### src/rtl/result_bcd_converter.sv
// result_bcd_converter: converts a signed ALU result magnitude to packed BCD with double-dabble
// Ports: clk/reset (sync, active-high); in_valid/in_ready/in_value/in_neg upstream handshake;
//        out_valid/out_ready/out_bcd/out_neg downstream handshake; busy high in SHIFT and DONE.
// Optional feature: define LZ_BLANK_EN to replace leading-zero digits above digit 0 with 4'hF.
module result_bcd_converter #(
  parameter int DATA_W = 16,
  parameter int DIGITS = 5,
  parameter int CNT_W  = 5
) (
  input  logic                  clk,
  input  logic                  reset,
  input  logic                  in_valid,
  output logic                  in_ready,
  input  logic [DATA_W-1:0]     in_value,
  input  logic                  in_neg,
  output logic                  out_valid,
  input  logic                  out_ready,
  output logic [4*DIGITS-1:0]   out_bcd,
  output logic                  out_neg,
  output logic                  busy
);
  typedef enum logic [1:0] {IDLE, SHIFT, DONE} state_t;
  state_t state, state_next;
  logic [CNT_W-1:0] count;
  logic [DATA_W-1:0] shreg;
  logic [4*DIGITS-1:0] acc, adj, acc_next, bcd_fmt;
  logic neg_r, last;
  always_comb begin
    adj = acc;
    for (int i = 0; i < DIGITS; i++)
      adj[4*i+:4] = acc[4*i+:4] + ((acc[4*i+:4] >= 4'd5) ? 4'd3 : 4'd0);
    // the shift discards the top bit of the adjusted accumulator, which is always zero when no overflow occurs
    acc_next = (adj << 1) | {{(4*DIGITS-1){1'b0}}, shreg[DATA_W-1]};
    last = count == CNT_W'(DATA_W-1);
  end
`ifdef LZ_BLANK_EN
  logic lead;
  always_comb begin
    bcd_fmt = acc_next;
    lead = 1'b1;
    for (int i = DIGITS-1; i > 0; i--) begin
      lead = lead & (acc_next[4*i+:4] == 4'd0);
      if (lead) bcd_fmt[4*i+:4] = 4'hF;
    end
  end
`else
  assign bcd_fmt = acc_next;
`endif
  always_comb begin
    state_next = (state == IDLE && in_valid)  ? SHIFT :
                 (state == SHIFT && last)     ? DONE  :
                 (state == DONE && out_ready) ? IDLE  : state;
    in_ready = state == IDLE;
    out_valid = state == DONE;
    busy = state != IDLE;
  end
  always_ff @(posedge clk) begin
    if (reset) begin
      state <= IDLE;
      count <= '0;
      shreg <= '0;
      acc <= '0;
      neg_r <= 1'b0;
      out_bcd <= '0;
      out_neg <= 1'b0;
    end else begin
      state <= state_next;
      if (state == IDLE && in_valid) begin
        shreg <= in_value;
        acc <= '0;
        neg_r <= in_neg & (|in_value);
        count <= '0;
      end
      if (state == SHIFT) begin
        shreg <= shreg << 1;
        acc <= acc_next;
        count <= count + 1'b1;
        if (last) begin
          out_bcd <= bcd_fmt;
          out_neg <= neg_r;
        end
      end
    end
  end
endmodule

### config.mk
export PLATFORM = sky130hd
export DESIGN_NAME = result_bcd_converter
export DESIGN_NICKNAME = d
export VERILOG_FILES = /design/src/rtl/result_bcd_converter.sv
export SDC_FILE = /design/constraint.sdc
export NUM_CORES = 1
export LEC_CHECK = 0
export ABC_AREA = 0
export CORE_MARGIN = 4
export CORE_UTILIZATION = 48
export DETAILED_ROUTE_END_ITERATION = 16
export PLACE_DENSITY = 0.75
export SLEW_MARGIN = 20
export SYNTH_ARGS = -nofsm -noshare
export SYNTH_HDL_FRONTEND = slang
export SYNTH_SLANG_ARGS = --single-unit
export TNS_END_PERCENT = 100
### constraint.sdc
create_clock -name clk -period 1.85 [get_ports clk]
set_clock_uncertainty 0.1 [all_clocks]
set_input_delay 0.37 -clock clk [delete_from_list [all_inputs] [get_ports clk]]
set_output_delay 0.37 -clock clk [all_outputs]
set_load 0.01 [all_outputs]
# ---- Word-level counts from Yosys, hierarchy flattened
# Cells that the tools add are included.
dict set report classes {
  add_sub_neg 6
  order_cmp 5
  eq_ne 3
  mux 14
  bitwise_logic 2
  n_reduce_logical 12
}
# op n
set op_table {}
lappend op_table {{$mux 20} 2}
lappend op_table {{$mux 16} 2}
lappend op_table {{$ge 4x3->1 const B} 5}
lappend op_table {{$or 20x1->20} 1}
lappend op_table {{$add 4x2->4} 4}
lappend op_table {{$reduce_or 16->1} 1}
lappend op_table {{$mux 2} 7}
lappend op_table {{$mux 5} 2}
lappend op_table {{$reduce_bool 2->1} 3}
lappend op_table {{$add 5x1->5 const B} 1}
lappend op_table {{$eq 5x4->1 const B} 1}
lappend op_table {{$reduce_or 2->1} 2}
lappend op_table {{$add 3x2->3} 1}
lappend op_table {{$logic_and 1x1->1} 3}
lappend op_table {{$reduce_bool 3->1} 1}
lappend op_table {{$eq 2x1->1 const B} 1}
lappend op_table {{$eq 2x2->1 const B} 1}
lappend op_table {{$logic_not 2->1} 1}
lappend op_table {{$reduce_and 2->1} 1}
lappend op_table {{$and 1x1->1} 1}
lappend op_table {{$mux 1} 1}
dict set report totals {
  reg_bits 65
  inputBits 21
  output_inout_bits 24
}

# ---- Longest topological paths before layout
# Gate-level depths: netlist of run 1.
dict set report logic_depth {
  word_depth 5
  depth_mapped 8
  depth_no_buf 8
}

# ---- Worst setup path before layout of run 1
# Ideal clock, no wire load.
dict set report synth_timing {
  kind {flip-flop to flip-flop}
  start {register acc[14]}
  end {register acc[15]}
  arrival_time_ps 1496
  setup_slack_ps 126
  stages_incl_launch_ff 9
  path_buffers 0
  cell_sequence {dfxtp_1 o21ai_0 nand2b_1 ha_1 inv_1 fa_1 xnor2_1 a22oi_1 nor2_1}
}
dict set report synth_between {
  elab_chain_len 5
}
# item line
set synth_lines {}
lappend synth_lines {{from (decl)} 26} ;# logic [4*DIGITS-1:0] acc, adj, acc_next, bcd_fmt;
lappend synth_lines {{from (signal assigned)} 76} ;# acc <= acc_next;
lappend synth_lines {{$ge 4x3->1} 31} ;# adj[4*i+:4] = acc[4*i+:4] + ((acc[4*i+:4] >= 4'd5) ? 4'd3 : 4'd0);
lappend synth_lines {{$mux 2} 31}
lappend synth_lines {{$add 4x2->4 *} 31}
lappend synth_lines {{$or 20x1->20 *} 33} ;# acc_next = (adj << 1) | {{(4*DIGITS-1){1'b0}}, shreg[DATA_W-1]};
lappend synth_lines {{$mux 20 *} 74} ;# if (state == SHIFT) begin
# Every way passes the cells marked *; elsewhere a longest branch is shown, timed or not.
# A chain may end at the register's enable or synchronous reset.

# ---- Worst setup path after layout of run 1
dict set report layout_timing {
  start {register count[0]}
  end {register out_bcd[10]}
}
dict set report layout_between {
  elab_chain_len 2
}
# item line
set layout_lines {}
lappend layout_lines {{from (decl)} 24} ;# logic [CNT_W-1:0] count;
lappend layout_lines {{from (signal assigned)} 77} ;# count <= count + 1'b1;
lappend layout_lines {{$eq 5x4->1} 34} ;# last = count == CNT_W'(DATA_W-1);
lappend layout_lines {{$reduce_and 2->1 (no line)} --}
lappend layout_lines {{to (signal assigned)} 79} ;# out_bcd <= bcd_fmt;
lappend layout_lines {{to (decl)} 18} ;# output logic [4*DIGITS-1:0] out_bcd,
# Every way passes these cells.

==> results.md, run 1 <==
- Post-place instance area: around 3600 sq um
- Pre-antenna DRT Iters: 4
- Pwr/cell area: roughly 760 nW/um^2
- Area delta synth->final: 35.2%
- Worst-Margin Slew: approximately 0.38 ns
- Die Span X: 86.7 um
- Cts bufs inserted: 9
- Worst reg2reg setup slack: 0.05 ns
- Sequential power share: 47.3%
- FF+latch area: around 1300 sq um
- Port bufs: 44
- Final Setup Violations: 0
- Switching Share: 22.3%
- WL/cell: 14.6 um
- Avg Inst Size Synth: between 8 and 9 sq um
- CP delay by family, top: simple AND/OR/NAND/NOR gates
- Combinational share of power: 8.2%
- Routability congestion estimate: 0.798
- Pin count of the biggest net entering global routing: 38
- Num rows: 28
- Top FF cell, synth: dfxtp_1
- Tot Pwr: 3.06 mW
- Max Root-Sink Buffers: 2
- Share of layout cells above drive strength 1: 19.6%
- Die height: between 80 and 90 um
- Worst Path Arrival: 1.95 ns
- Area contributors post-synth: dfxtp_1, a21oi_1, nand2_1, a22oi_1, ha_1
- DRT iter0 DRCs: 145
- Clk sinks: between 60 and 70
- Initial Util: between 40% and 50%
- Count of cell types in the netlist: 39
- Internal power: 2.38 mW
- Most frequent cells in the layout: dfxtp_1, nand2_1, a21oi_1, clkdlybuf4s50_1, buf_4
- Slack of the critical path: 0.0541 ns
- Leakage power: 1.50 nW
- Layout Nets: 446
- Post-synthesis net count: 384
- Post-synth EDFFs: 0
- Clock share of power: 44.5%
- H-tree Lvls: 3
- Slew headroom: 74.3%
- Die ar.: 7520 sq um
- #FFs+latches synth: 65
- Setup Slack @ Placement: 0.00207 ns
- Max-cap violations: 0
- Startpoint Class: flop
- Hold Vio Cnt, Final: 0
- Hold WS: approximately 0.35 ns
- Peak VDD IR: 0.000627 V
- Via count: 2714
- RSZ-0062 raised after global routing: yes
- Worst setup EP type: flop
- Total global-route track usage: a little under a fifth
- Post-route cell area: 4020 sq um
- Yosys top cell by area: dfxtp_1
- I/O pin cnt: 45
- Crit-path max FO: 7
- Hpwl dp: 4.75 mm
- Number of global-route vias before repair: about 2.6k
- Area of the multi-input gates: 1610 sq um
- Fmax: 557 MHz
- Fin crit share: between 90% and 100%
- Final wirelength: ~7.1 mm
- Commonest non-fill, non-tap cell in the layout: dfxtp_1
- Net Sw Power: 0.683 mW
- Synth Cell Area: 2980 sq um
- Syn Inst Count: approximately 350
- Crit-path max cell delay: 0.38 ns
- Post-route DRC: 0
- Root Buffer: clkbuf_8
- Worst path slowest cell: dfxtp_2
- Worst-skew pair later-pin latency: about 0.34 ns
- Slew Limit Fails: 0
- Initial antenna violation count: 0
- Core area: approximately 6000 sq um
- Sequential area share after synthesis: 43.7%
- Worst endpoint required time: about 2 ns
- Crit-path cells: ha_4 -> and3_4 -> ha_2 -> and3b_2 -> clkbuf_16 -> nor2_1 -> a211oi_1
- Critical path class: reg -> reg
- Fill cells: 475
- Warnings, synthesis: 0
- Worst min-delay path class: reg -> reg
- Number of vias per cell: 5.55
- CTS tree: built
- ANT cells: 0
- Post-route ant nets: 0
- Clk slew on worst S/H paths: 0.07 ns
- FFs w/ async S/R, synth: 0%
- Status: complete, no violations
- Top cell type's share of synthesized area: 43.7%
- Min Tclk post-route: about 1.8 ns
- First-pass GRT wire length: 11.2 mm
- Gr ovfl total: 0
- Buffers plus inverters on the worst setup path: 1
==> path summary, 6_finish.rpt <==
kind | start | end | cells past startpoint
setup reg to reg | count[0]$_SDFFE_PP0P_ | out_bcd[10]$_SDFFE_PP0P_ | 7
hold reg to reg | out_neg$_SDFFE_PP0P_ | out_neg$_SDFFE_PP0P_ | 2
hold / removal | out_neg$_SDFFE_PP0P_ | out_neg$_SDFFE_PP0P_ | 2
setup / recovery | count[0]$_SDFFE_PP0P_ | out_bcd[10]$_SDFFE_PP0P_ | 7
==> flip-flops by register name, indices dropped and copies added (netlist names) <==
name     count
out_neg      1
state        2
count        5
out_bcd     20
shreg       16
neg_r        1
acc         20
==> cells in the mapped netlist (all sizes together) (2+ instances only) <==
master	number
nor2b	6
a32oi	4
dfxtp	65
o21ai	7
nor4	4
xnor2	5
nand2	53
a211oi	9
clkbuf	7
a21o	5
fa	5
mux2i	2
and3	2
buf	17
o22ai	4
a21oi	42
ha	11
nor2	16
nand2b	12
nand3	23
a22oi	19
inv	14
==> power by group through the flow <==
stage               combinational [mW]  sequential, mW  clock (mW)
finish                           0.252            1.45        1.36
global route                     0.276            1.45        1.45
CTS                              0.249            1.45        1.38
detailed placement               0.251            1.48           0
global placement                 0.247            1.48           0
floorplan                        0.144            1.47           0
==> tightest hold or removal path, cell delays in order, from the launching register on <==
cell     delay (ns)
dfxtp_1        0.31
nand2_1        0.05
a21oi_1        0.05
==> logic make-up (layout without fill, tap and decap cells) <==
family	count (synthesis)	count (layout)	share of synthesized area (%)
and+or+nand+nor	125	125	20.0
AOI/OAI and AO/OA	95	95	20.0
DFF	65	65	43.7
buffers and inverters	39	106	6.18
adders and majority gates	16	16	7.99
xor gates and xnor gates	5	5	1.47
muxes	2	2	0.673
==> layout make-up <==
type / count / area share [%]
well taps: 75 / 2.33
clock buffers: 14 / 4.04
clock inverters: 2 / 1.49
flip-flops and latches: 65 / 32.6
inverters: 15 / 1.40
repair buffers: 75 / 18.0
multi-input cells: 243 / 40.1
==> repair_timing <==
action | CTS | global route
gates resized for setup | 7 | 33
buffers inserted | 0 | 2
pin swaps | 0 | 4
endpoints found under the hold margin | 0 | 0
endpoints found under the setup margin | 5 | 24
cloned | 0 | 2
hold buffers | 0 | 0
==> per-stage QoR <==
| stage | std cells | setup TNS, ns | utilization (%) |
|---|---|---|---|
| after CTS | 485 | 0 | 64.6 |
| after global placement | 469 | -0.0219 | 60.6 |
| after global routing | 489 | -0.219 | 67.6 |
| after detailed placement | 469 | 0 | 60.6 |
| after floorplan | 347 | 0 | - |
| final | 489 | 0 | 67.6 |
==> layer usage <==
metal  vias up  global-route usage (%)  share of wire, %
met1      1296                    21.7                42
met2        69                    33.9                51
li1       1335                       -                 -
met3        14                    5.70               5.4
met4         0                    5.95               1.8
met5         -                       0                 0
(Power assumes the default switching activity.)
==> inputs of run 2 (changes only) <==
--- a/config.mk
+++ b/config.mk
@@ -7,9 +7,10 @@
 export LEC_CHECK = 0
 export ABC_AREA = 0
 export CORE_MARGIN = 4
-export CORE_UTILIZATION = 48
+export CORE_UTILIZATION = 50
 export DETAILED_ROUTE_END_ITERATION = 16
 export PLACE_DENSITY = 0.75
+export SKIP_CTS_REPAIR_TIMING = 1
 export SLEW_MARGIN = 20
 export SYNTH_ARGS = -nofsm -noshare
 export SYNTH_HDL_FRONTEND = slang
==> constraint.sdc (replaced) <==
create_clock -name clk -period 1.7 [get_ports clk]
set_clock_uncertainty 0.1 [all_clocks]
set_input_delay 0.255 -clock clk [delete_from_list [all_inputs] [get_ports clk]]
set_output_delay 0.255 -clock clk [all_outputs]
set_load 0.01 [all_outputs]
==> results.md, run 2 (same netlist as run 1, synthesis figures left out) <==
- Status: finished with violations
- Failing checks: setup timing
- Pre-antenna DRT Iters: 5 (+1)
- I/O pin cnt: 45 (unchanged)
- Commonest non-fill, non-tap cell in the layout: nand2_1
- Initial antenna violation count: 0 (unchanged)
- Die Span X: 85.1 um (-1.8%)
- Most frequent cells in the layout: nand2_1, dfxtp_1, buf_4, clkdlybuf4s50_1, a21oi_1
- Hpwl dp: 4.56 mm (-4.1%)
- Fin crit share: 104% (+6.6 points)
- Worst endpoint required time: 1.86 ns (-0.15 ns)
- DRT iter0 DRCs: 206 (+42%)
- Port bufs: 44 (unchanged)
- First-pass GRT wire length: 11.3 mm (+0.99%)
- Min Tclk post-route: 1.76 ns (-0.0340 ns)
- Net Sw Power: 0.733 mW (+7.4%)
- Clk sinks: 65 (unchanged)
- Total global-route track usage: 19.2% (+0.17 points)
- Final wirelength: 8.10 mm (+14%)
- Hold WS: 0.275 ns (-0.0779 ns)
- Max-cap violations: 0 (unchanged)
- Pin count of the biggest net entering global routing: 59 (+55%)
- Slew headroom: 54.0% (-20 points)
- Post-route ant nets: 0 (unchanged)
- Crit-path max FO: 3 (-4)
- Die height: 85.1 um (-1.8%)
- WL/cell: 16.1 um (+10%)
- Num rows: 27 (-3.6%)
- Max Root-Sink Buffers: 2 (unchanged)
- Number of vias per cell: 5.67 (+2.2%)
- Worst-Margin Slew: 0.689 ns (+0.305 ns)
- Worst min-delay path class: in -> reg
- Post-route DRC: 0 (unchanged)
- Fmax: 568 MHz (+1.9%)
- Post-route cell area: 4340 sq um (+7.7%)
- Startpoint Class: flop
- Final Setup Violations: 15 (+15)
- Number of global-route vias before repair: 2517 (-2.0%)
- Gr ovfl total: 0 (unchanged)
- Die ar.: 7250 sq um (-3.6%)
- CTS tree: built
- Via count: 2858 (+5.3%)
- Hold Vio Cnt, Final: 0 (unchanged)
- Post-place instance area: 3710 sq um (+2.8%)
- Leakage power: 1.68 nW (+12%)
- Core area: 5640 sq um (-5.3%)
- Routability congestion estimate: 0.834 (+4.4%)
- Tot Pwr: 3.16 mW (+3.3%)
- Switching Share: 23.2% (+0.87 points)
- Slack of the critical path: -0.0620 ns (-0.116 ns)
- RSZ-0062 raised after global routing: yes
- Internal power: 2.43 mW (+2.2%)
- Sequential power share: 49.7% (+2.4 points)
- Area delta synth->final: 45.7%
- Slew Limit Fails: 0 (unchanged)
- Top flop regs: acc: 20 flops, out_bcd: 20 flops, shreg: 16 flops
- Finished Core Util: 76.8% (+9.3 points)
- Fill cells: 388 (-18%)
- H-tree Lvls: 3 (unchanged)
- Clk slew on worst S/H paths: 0.07 ns (about the same)
- Worst Path Arrival: 1.92 ns (-0.03 ns)
- ANT cells: 0 (unchanged)
- Combinational share of power: 9.3% (+1.1 points)
- Critical path class: reg -> reg
- Clock share of power: 41.0% (-3.5 points)
- Root Buffer: clkbuf_8
- Worst setup EP type: flop
- Layout Nets: 465 (+4.3%)
- Worst-skew pair later-pin latency: 0.33 ns (about the same)
- Peak VDD IR: 0.000522 V (-17%)
- Initial Util: 52.7% (+2.8 points)
- Share of layout cells above drive strength 1: 32.6% (+13 points)
- Pwr/cell area: 729 nW/um^2 (-4.1%)
- Cts bufs inserted: 9 (unchanged)
[run 2: through the flow]
stage               std cells  setup WS [ns]  TNS (ns)
finish                    504        -0.0620    -0.373
global route              504         -0.139     -2.30
CTS                       491         -0.202     -1.38
detailed placement        476        -0.0855    -0.632
global placement          476        -0.0264   -0.0809
floorplan                 347        0.00252         0
[run 2: metal layers]
metal	vias to the layer above	GRT usage [%]	wire, um
li1	1375	-	-
met1	1367	24.1	3340
met2	96	31.5	4090
met3	20	3.79	498
met4	0	8.78	165
met5	-	0	0
[run 2: critical path, stage by stage (launching register included)]
cell,delay [ns]
dfxtp_2,0.32
o21ai_1,0.14
nand2b_1,0.13
ha_2,0.23
inv_2,0.05
fa_2,0.43
nand2b_1,0.16
a21oi_1,0.13
[run 2: power groups by stage]
stage	sequential [mW]	combinational, mW	clock [mW]
floorplan	1.60	0.157	0
global placement	1.60	0.278	0
detailed placement	1.61	0.282	0
CTS	1.57	0.283	1.31
global route	1.57	0.316	1.38
finish	1.57	0.293	1.30
[run 2: path summary, 6_finish.rpt]
path,to,slack [ns],cells after the start,start
worst max-delay path,acc[10]$_SDFFE_PP0P_,-0.06,7,acc[9]$_SDFFE_PP0P_
worst min-delay path,acc[19]$_SDFFE_PP0P_,0.28,3,reset
worst max register to register,acc[10]$_SDFFE_PP0P_,-0.06,7,acc[9]$_SDFFE_PP0P_
worst min register to register,out_bcd[18]$_SDFFE_PP0P_,0.35,2,out_bcd[18]$_SDFFE_PP0P_
[run 2: cell type report]
cell class | count | area [sq um] | share of cell area [%]
multi-input cells | 243 | 1760 | 40.5
flip-flops and latches | 65 | 1330 | 30.6
repair buffers | 94 | 911 | 21.0
clock buffers | 12 | 155 | 3.58
well taps | 72 | 90.1 | 2.08
inverters | 15 | 56.3 | 1.30
clock inverters | 3 | 40.0 | 0.924
==> inputs of run 3 (changes only) <==
--- a/config.mk
+++ b/config.mk
@@ -7,9 +7,9 @@
 export LEC_CHECK = 0
 export ABC_AREA = 0
 export CORE_MARGIN = 4
-export CORE_UTILIZATION = 50
+export CORE_UTILIZATION = 44
 export DETAILED_ROUTE_END_ITERATION = 16
-export PLACE_DENSITY = 0.75
+export PLACE_DENSITY = 0.67
 export SKIP_CTS_REPAIR_TIMING = 1
 export SLEW_MARGIN = 20
 export SYNTH_ARGS = -nofsm -noshare
==> results.md, run 3 (same netlist as run 1, synthesis figures left out) <==
- Crit-path max FO: 3 (unchanged)
- Post-route DRC: 0 (unchanged)
- Max Root-Sink Buffers: 2 (unchanged)
- Num rows: 29 (+7.4%)
- Combinational share of power: 9.8% (+0.5 points)
- Final Non-Filler Cells: 511 (+1.4%)
- Setup TNS: -0.0782 ns (+0.295 ns)
- Min Tclk post-route: 1.72 ns (-0.0374 ns)
- Most frequent cells in the layout: nand2_1, dfxtp_1, clkdlybuf4s50_1, buf_4, a21oi_1
- Initial antenna violation count: 0 (unchanged)
- Number of vias per cell: 5.45 (-3.9%)
- Peak VDD IR: 0.000547 V (+4.7%)
- Die ar.: 8140 sq um (+12%)
- Internal power: 2.36 mW (-3.0%)
- Pin count of the biggest net entering global routing: 59 (unchanged)
- Worst Path Arrival: 1.82 ns (-0.10 ns)
- Core area: 6460 sq um (+14%)
- Worst R2R Start: acc[9]$_SDFFE_PP0P_
- Layout Nets: 467 (+0.43%)
- Total global-route track usage: 17.5% (-1.7 points)
- First-pass GRT wire length: 11.6 mm (+2.5%)
- Clk slew on worst S/H paths: 0.06 ns (about the same)
- Slew Limit Fails: 0 (unchanged)
- Commonest non-fill, non-tap cell in the layout: nand2_1
- Post-route ant nets: 0 (unchanged)
- Hold Vio Cnt, Final: 0 (unchanged)
- Fin crit share: 101% (-2.2 points)
- Net Sw Power: 0.736 mW (+0.39%)
- Clk sinks: 65 (unchanged)
- Cts bufs inserted: 9 (unchanged)
- Die Span X: 90.2 um (+6.0%)
- Gr ovfl total: 0 (unchanged)
- Startpoint Class: flop
- Final Setup Violations: 8 (-7)
- Dpl cells: 489 (+2.7%)
- RSZ-0062 raised after global routing: yes
- Clock share of power: 39.3% (-1.7 points)
- Area delta synth->final: 45.0%
- Critical path class: reg -> reg
- Final wirelength: 7.56 mm (-6.7%)
- Port bufs: 44 (unchanged)
- Worst setup EP type: flop
- Finished Core Util: 66.8% (-10 points)
- Failing checks: setup timing
- Routability congestion estimate: 0.829 (-0.58%)
- Hold WS: 0.259 ns (-0.0167 ns)
- Sequential power share: 50.9% (+1.2 points)
- WL/cell: 14.8 um (-8.0%)
- Via count: 2786 (-2.5%)
- Max-cap violations: 0 (unchanged)
- Number of global-route vias before repair: 2553 (+1.4%)
- Slack of the critical path: -0.0246 ns (+0.0374 ns)
- Tot Pwr: 3.09 mW (-2.2%)
- Worst hold path startpoint: reset
- Worst endpoint required time: 1.79 ns (-0.07 ns)
- Pwr/cell area: 717 nW/um^2 (-1.7%)
- Worst min-delay path class: in -> reg
- Pre-antenna DRT Iters: 4 (-1)
- I/O pin cnt: 45 (unchanged)
- Worst-skew pair later-pin latency: 0.34 ns (about the same)
- Hpwl dp: 4.85 mm (+6.4%)
- Top flop regs: acc: 20 flops, out_bcd: 20 flops, shreg: 16 flops
- H-tree Lvls: 3 (unchanged)
- Initial Util: 46.1% (-6.7 points)
- CTS tree: built
- Status: finished with violations
- Fmax: 580 MHz (+2.2%)
- DRT iter0 DRCs: 123 (-40%)
- Die height: 90.2 um (+6.0%)
- Share of layout cells above drive strength 1: 30.6% (-2.0 points)
- Worst-Margin Slew: 0.643 ns (-0.0461 ns)
- Leakage power: 1.68 nW (-0.15%)
- Root Buffer: clkbuf_8
- Slew headroom: 57.1% (+3.1 points)
- ANT cells: 0 (unchanged)
- Critical path origin: acc[9]$_SDFFE_PP0P_
- Switching Share: 23.8% (+0.61 points)
[run 3: critical path: stages, from the launching register on]
cell	delay [ns]
dfxtp_2	0.34
o21ai_2	0.06
nand2b_1	0.12
ha_2	0.20
inv_2	0.04
fa_2	0.54
nand2b_4	0.12
a21oi_1	0.05
[run 3: layer usage]
metal / GRT usage [%] / wire (um)
met1: 21.4 / 3440
met2: 29.9 / 3770
met3: 3.67 / 238
met4: 7.27 / 109
met5: 0 / 0
[run 3: final timing paths]
path	depth (start not counted)	end	slack [ns]
worst max-delay path	7	acc[10]$_SDFFE_PP0P_	-0.02
worst min-delay path	3	acc[19]$_SDFFE_PP0P_	0.26
worst max register to register	7	acc[10]$_SDFFE_PP0P_	-0.02
worst min register to register	2	out_bcd[9]$_SDFFE_PP0P_	0.35
[run 3: area by class of cell]
cell class | count | area, sq um
Fill cell | 517 | 2150
Multi-Input combinational cell | 243 | 1700
Sequential cell | 65 | 1320
Timing Repair Buffer | 96 | 958
Clock buffer | 11 | 131
Tap cell | 77 | 96.3
Inverter | 15 | 56.3
Clock inverter | 4 | 45.0
[run 3: per-stage QoR]
| stage | setup WS (ns) | cell area, sq um |
|---|---|---|
| 2_1_floorplan | 0.00252 | 2980 |
| 3_3_place_gp | -0.0322 | 3800 |
| 3_5_place_dp | -0.0529 | 3800 |
| 4_1_cts | -0.209 | 3980 |
| 5_1_grt | -0.135 | 4310 |
| 6_report | -0.0246 | 4310 |
[run 3: power groups by stage]
stage	combinational, mW	sequential [mW]	clock (mW)
2_1_floorplan	0.157	1.60	0
3_3_place_gp	0.294	1.61	0
3_5_place_dp	0.297	1.61	0
4_1_cts	0.297	1.57	1.25
5_1_grt	0.327	1.58	1.32
6_report	0.302	1.57	1.22
